## src/rtl/pc_redirect_unit.sv

```systemverilog
// Program-counter register and next-PC selector downstream of branch_module.
// Redirects on taken BEQ/BNE, raises a one-cycle FLUSH, traps on misaligned targets.
module pc_redirect_unit #(
    parameter int               WIDTH        = 32,
    parameter logic [WIDTH-1:0] RESET_VECTOR = '0,
    parameter int               CNT_W        = 16
) (
    input  logic             clk,
    input  logic             rst_n,
    input  logic             STALL,
    input  logic             BEQ,
    input  logic             BNE,
    input  logic [WIDTH-1:0] BR_PC,
    input  logic [WIDTH-1:0] IMM,
    output logic [WIDTH-1:0] PC,
    output logic             FETCH_VALID,
    output logic             FLUSH,
    output logic             MISALIGN,
    output logic [CNT_W-1:0] TAKEN_CNT
);

    typedef enum logic [1:0] {BOOT, RUN, REDIRECT, TRAP} state_t;

    state_t             state_q;
    logic [WIDTH-1:0]   pc_q;
    logic               fetch_valid_q;
    logic               flush_q;
    logic               misalign_q;
    logic [CNT_W-1:0]   cnt_q;

    logic               taken;
    logic [WIDTH-1:0]   target;
    logic [WIDTH-1:0]   pc_seq_d;
    logic [CNT_W-1:0]   cnt_d;

    assign taken    = BEQ | BNE;
    assign target   = BR_PC + IMM;
    assign pc_seq_d = STALL ? pc_q : pc_q + WIDTH'(4);
    assign cnt_d    = (&cnt_q) ? cnt_q : cnt_q + CNT_W'(1);

    always_ff @(posedge clk or negedge rst_n) begin
        if (!rst_n) begin
            state_q       <= BOOT;
            pc_q          <= RESET_VECTOR;
            fetch_valid_q <= 1'b0;
            flush_q       <= 1'b0;
            misalign_q    <= 1'b0;
            cnt_q         <= '0;
        end else begin
            case (state_q)
                BOOT: begin
                    state_q       <= RUN;
                    fetch_valid_q <= 1'b1;
                end
                RUN: begin
                    // A taken branch wins over STALL; a misaligned target wins over the redirect.
                    if (taken && (target[1:0] != 2'b00)) begin
                        state_q       <= TRAP;
                        misalign_q    <= 1'b1;
                        fetch_valid_q <= 1'b0;
                    end else if (taken) begin
                        state_q <= REDIRECT;
                        pc_q    <= target;
                        flush_q <= 1'b1;
                        cnt_q   <= cnt_d;
                    end else begin
                        pc_q <= pc_seq_d;
                    end
                end
                REDIRECT: begin
                    // BEQ/BNE here belong to a squashed instruction.
                    state_q <= RUN;
                    flush_q <= 1'b0;
                    pc_q    <= pc_seq_d;
                end
                TRAP: begin
                    flush_q       <= 1'b0;
                    fetch_valid_q <= 1'b0;
                end
                default: state_q <= BOOT;
            endcase
        end
    end

    assign PC          = pc_q;
    assign FETCH_VALID = fetch_valid_q;
    assign FLUSH       = flush_q;
    assign MISALIGN    = misalign_q;
    assign TAKEN_CNT   = cnt_q;

endmodule

```

## config.mk

```make
export PLATFORM = sky130hd
export DESIGN_NAME = pc_redirect_unit
export DESIGN_NICKNAME = d
export VERILOG_FILES = /design/src/rtl/pc_redirect_unit.sv
export SDC_FILE = /design/constraint.sdc
export NUM_CORES = 1
export LEC_CHECK = 0
export ABC_AREA = 1
export BUFFER_PORTS_ARGS = -buffer_cell sky130_fd_sc_hd__buf_4
export CAP_MARGIN = 40
export CORE_ASPECT_RATIO = 1.4
export CORE_MARGIN = 5
export CORE_UTILIZATION = 35
export DETAILED_ROUTE_END_ITERATION = 6
export PLACE_DENSITY = 0.63
export SLEW_MARGIN = 20
export SYNTH_ARGS = -nofsm -noshare
export SYNTH_HDL_FRONTEND = slang
export SYNTH_SLANG_ARGS = --single-unit
```

## constraint.sdc

```tcl
create_clock -name clk -period 2.7 [get_ports clk]
set_input_delay 0.27 -clock clk [delete_from_list [all_inputs] [get_ports clk]]
set_output_delay 0.27 -clock clk [all_outputs]
set_load 0.03 [all_outputs]
```

==> results by group <==
Layout
  – Layout cell share with drive strength beyond 1: 0.1396
  – Fillcell total: 1,864
  – Syn-to-layout area delta: 21.00%
  – Antenna Diode Count: 0
  – Design area: 0.007289 mm^2
  – Post-route non-filler standard cell count: 1,371
  – Final nets: 1,276
  – Multi-input combinational cell area: 0.003975 mm^2
  – FF/Latch Area: 0.001326 mm^2

Route
  – Vias: 6,611
  – Routed Antenna Nets: 0
  – Via/cell ratio: 4.822
  – DRT Wirelength: 18,250 um
  – Drt wl/cell: 13.31 um
  – Drt initial violations: 264
  – Drt pass-1 iters: 5
  – DRC errors left: 0

Global route
  – Initial antenna violation count: 0
  – GR Util All Layers: 0.1837
  – Vias in the first global route: 6,298
  – First-pass GRT wire length: 29,680 um
  – Largest net degree at the start of global routing: 54
  – Overflow after GRT: 0

Pwr
  – Pwr Total: 0.005490 W
  – Switching power: 0.002862 W
  – Maximum VDD drop: 0.0002785 V
  – Logic pwr share: 0.597
  – Leakage: 4.207 nW
  – Int Pwr: 0.002628 W
  – Total power per unit cell area: 753.1 mW/mm^2
  – Share of power burned in registers: 0.284
  – Sw Share: 0.5213
  – Clk pwr share: 0.120

CTS
  – TritonCTS Sinks: 53
  – Total CTS buffers: 5
  – Cts hold-fix bufs: 0
  – CTS Root Cell: clkbuf_16
  – CTS H-tree lvls: 2
  – Worst-path clk slew: 70 ps
  – Post-CTS Setup Bufs: 0
  – Clk_lat worst skew: 300 ps
  – Post-CTS sizing: 0
  – TritonCTS clock tree: yes
  – Clock tree buffer depth: 2

Yosys
  – Register area share after synthesis: 0.2201
  – Area contributors post-synth: nand2_1 26%, dfrtp_1 22%, inv_1 10%
  – Synth Warn #: 0
  – Yosys cell types: 39
  – Synth Cell Area: 0.006025 mm^2
  – Avg Cell Area, Syn: 5.732 um^2
  – Ys async rst share: 1.000
  – Post-synthesis sequential element count: 53
  – Post-Synthesis Cells: 1,051
  – Leading area contributor after synthesis: nand2_1
  – Post-synth EDFFs: 0
  – Syn Nets: 1,159
  – Synth top area share: 0.2648
  – Top-count cell post-synth: nand2_1
  – Predominant post-synthesis flop cell: dfrtp_1
  – Synth top cells by count: 425 x nand2_1, 167 x inv_1, 95 x nor2_1, 83 x nand3_1, 53 x dfrtp_1

Worst setup path
  – Startpoint types: flip-flop
  – Crit path required time: 2890 ps
  – CP Max Fanout: 6
  – Critical path class: reg -> reg
  – CP cell instances: ha_1, inv_1, nor2_2, nand2_1, nor2_2, nand3_1, xor2_1, o211ai_1, o21ai_1
  – Crit path max-delay cell type: dfrtp_1
  – Most used cell, CP: nor2_2
  – Data arrival time of the worst path: 2160 ps
  – Element type at the critical path end: flip-flop
  – Largest stage delay, worst path: 460 ps

Worst hold path
  – Hold Crit Class: in -> async

Flow run
  – Max cap viols: 0

Timing
  – Worst Skew: 6.620 ps
  – Final Setup Violations: 0
  – Unrepaired setup endpoints after global routing: false
  – Fmax: 507.3 MHz
  – Endpoints failing hold: 0
  – Final period util: 0.7301
  – Slew headroom: 0.5255
  – Final setup TNS: 0 ps
  – Slew @ Worst Pin: 711.7 ps
  – Crit path time final: 1971 ps
  – Max-slew violations: 0

Place
  – Hpwl dp: 15,090 um
  – Placed Instances: 1,364
  – Area post-placement: 0.007143 mm^2
  – Port Buffers: 119
  – Placer Congestion: 0.9276

Floorplanning
  – Initial Utilization: 0.3583
  – Chip width: 120.9 um
  – Die area: 0.01997 mm^2
  – CORE AREA: 0.01682 mm^2
  – Die Span Y: 165.2 um
  – I/O pin cnt: 120
  – Number of core rows: 56

Run status
  – Status: finished, final reports clean
## cells by family after synthesis
kind of cell,share of synthesized area
multiplexers,0.001869
AO/OA/AOI/OAI,0.06708
XOR/XNOR,0.05088
buffers and inverters,0.1200
AND/OR/NAND/NOR,0.4577
flip-flops,0.2201
adder cells (fa/ha/maj),0.08224
## worst paths after layout
kind,slack (ps),depth (start not counted),end,startpoint
worst max-delay path,730,9,PC[10],PC[2]
worst min-delay path,6,1,PC[10],rst_n
worst max register to register,730,9,PC[10],PC[2]
worst min register to register,470,2,MISALIGN,MISALIGN
max in group asynchronous,2200,1,PC[29],rst_n
min in group clk,400,4,PC[0],IMM[0]
## power groups by stage
stage / combinational [W] / clock [W] / sequential (W)
6_report: 0.00328 / 0.000657 / 0.00156
5_1_grt: 0.00369 / 0.000711 / 0.00161
4_1_cts: 0.00331 / 0.000684 / 0.00156
3_5_place_dp: 0.00330 / 0 / 0.00157
3_3_place_gp: 0.00328 / 0 / 0.00157
2_1_floorplan: 0.00178 / 0 / 0.00195
## sequential cells by signal, summed over array words and instances, names as in the netlist
name         cells
FETCH_VALID      1
FLUSH            1
MISALIGN         1
PC              32
TAKEN_CNT       16
state_q          2
## critical path: cells and delay by family (launching register included)
kind	cells	cell delay (ps)
xor+xnor	1	150
fa+ha+maj	1	230
buf+inv	1	70
simple gates	4	710
compound gates	2	240
flops	1	460
## through the flow
step	worst slack (ps)	hold slack [ps]	util
2_1_floorplan	756.1	-25.59	-
3_3_place_gp	509.5	367.9	0.4248
3_5_place_dp	441.5	376.2	0.4248
4_1_cts	745.0	48.89	0.4335
5_1_grt	527.5	76.22	0.4335
6_report	728.8	5.908	0.4335
## metal layers
metal,vias up,global-route usage,part of all wire
li1,3483,-,-
met1,2932,0.2080,0.41
met2,163,0.3496,0.52
met3,33,0.02044,0.043
met4,0,0.06959,0.032
met5,-,0,0
## cells in the final DEF (no fill, tap or decap), drive strengths merged, types with 2 or more instances in the layout
cell	Yosys	layout
xor2	23	23
nand3	85	85
o22ai	3	3
nand2	431	431
buf	8	126
a31oi	3	3
or2	4	4
clkbuf	8	6
nor2	106	106
dfrtp	53	53
xnor2	12	12
nand3b	8	8
o21bai	2	2
o21ai	28	28
nor3	13	13
a21oi	37	37
inv	171	171
ha	38	38
nand4	10	10
## cell type report
cell class / instances / share of cell area
clock buffers: 6 / 0.01905
clock inverters: 1 / 0.001030
inverters: 171 / 0.08805
multi-input cells: 811 / 0.5453
flip-flops and latches: 53 / 0.1819
well taps: 203 / 0.03484
repair buffers: 126 / 0.1298
Note: power is estimated with default switching activity, not from simulation.
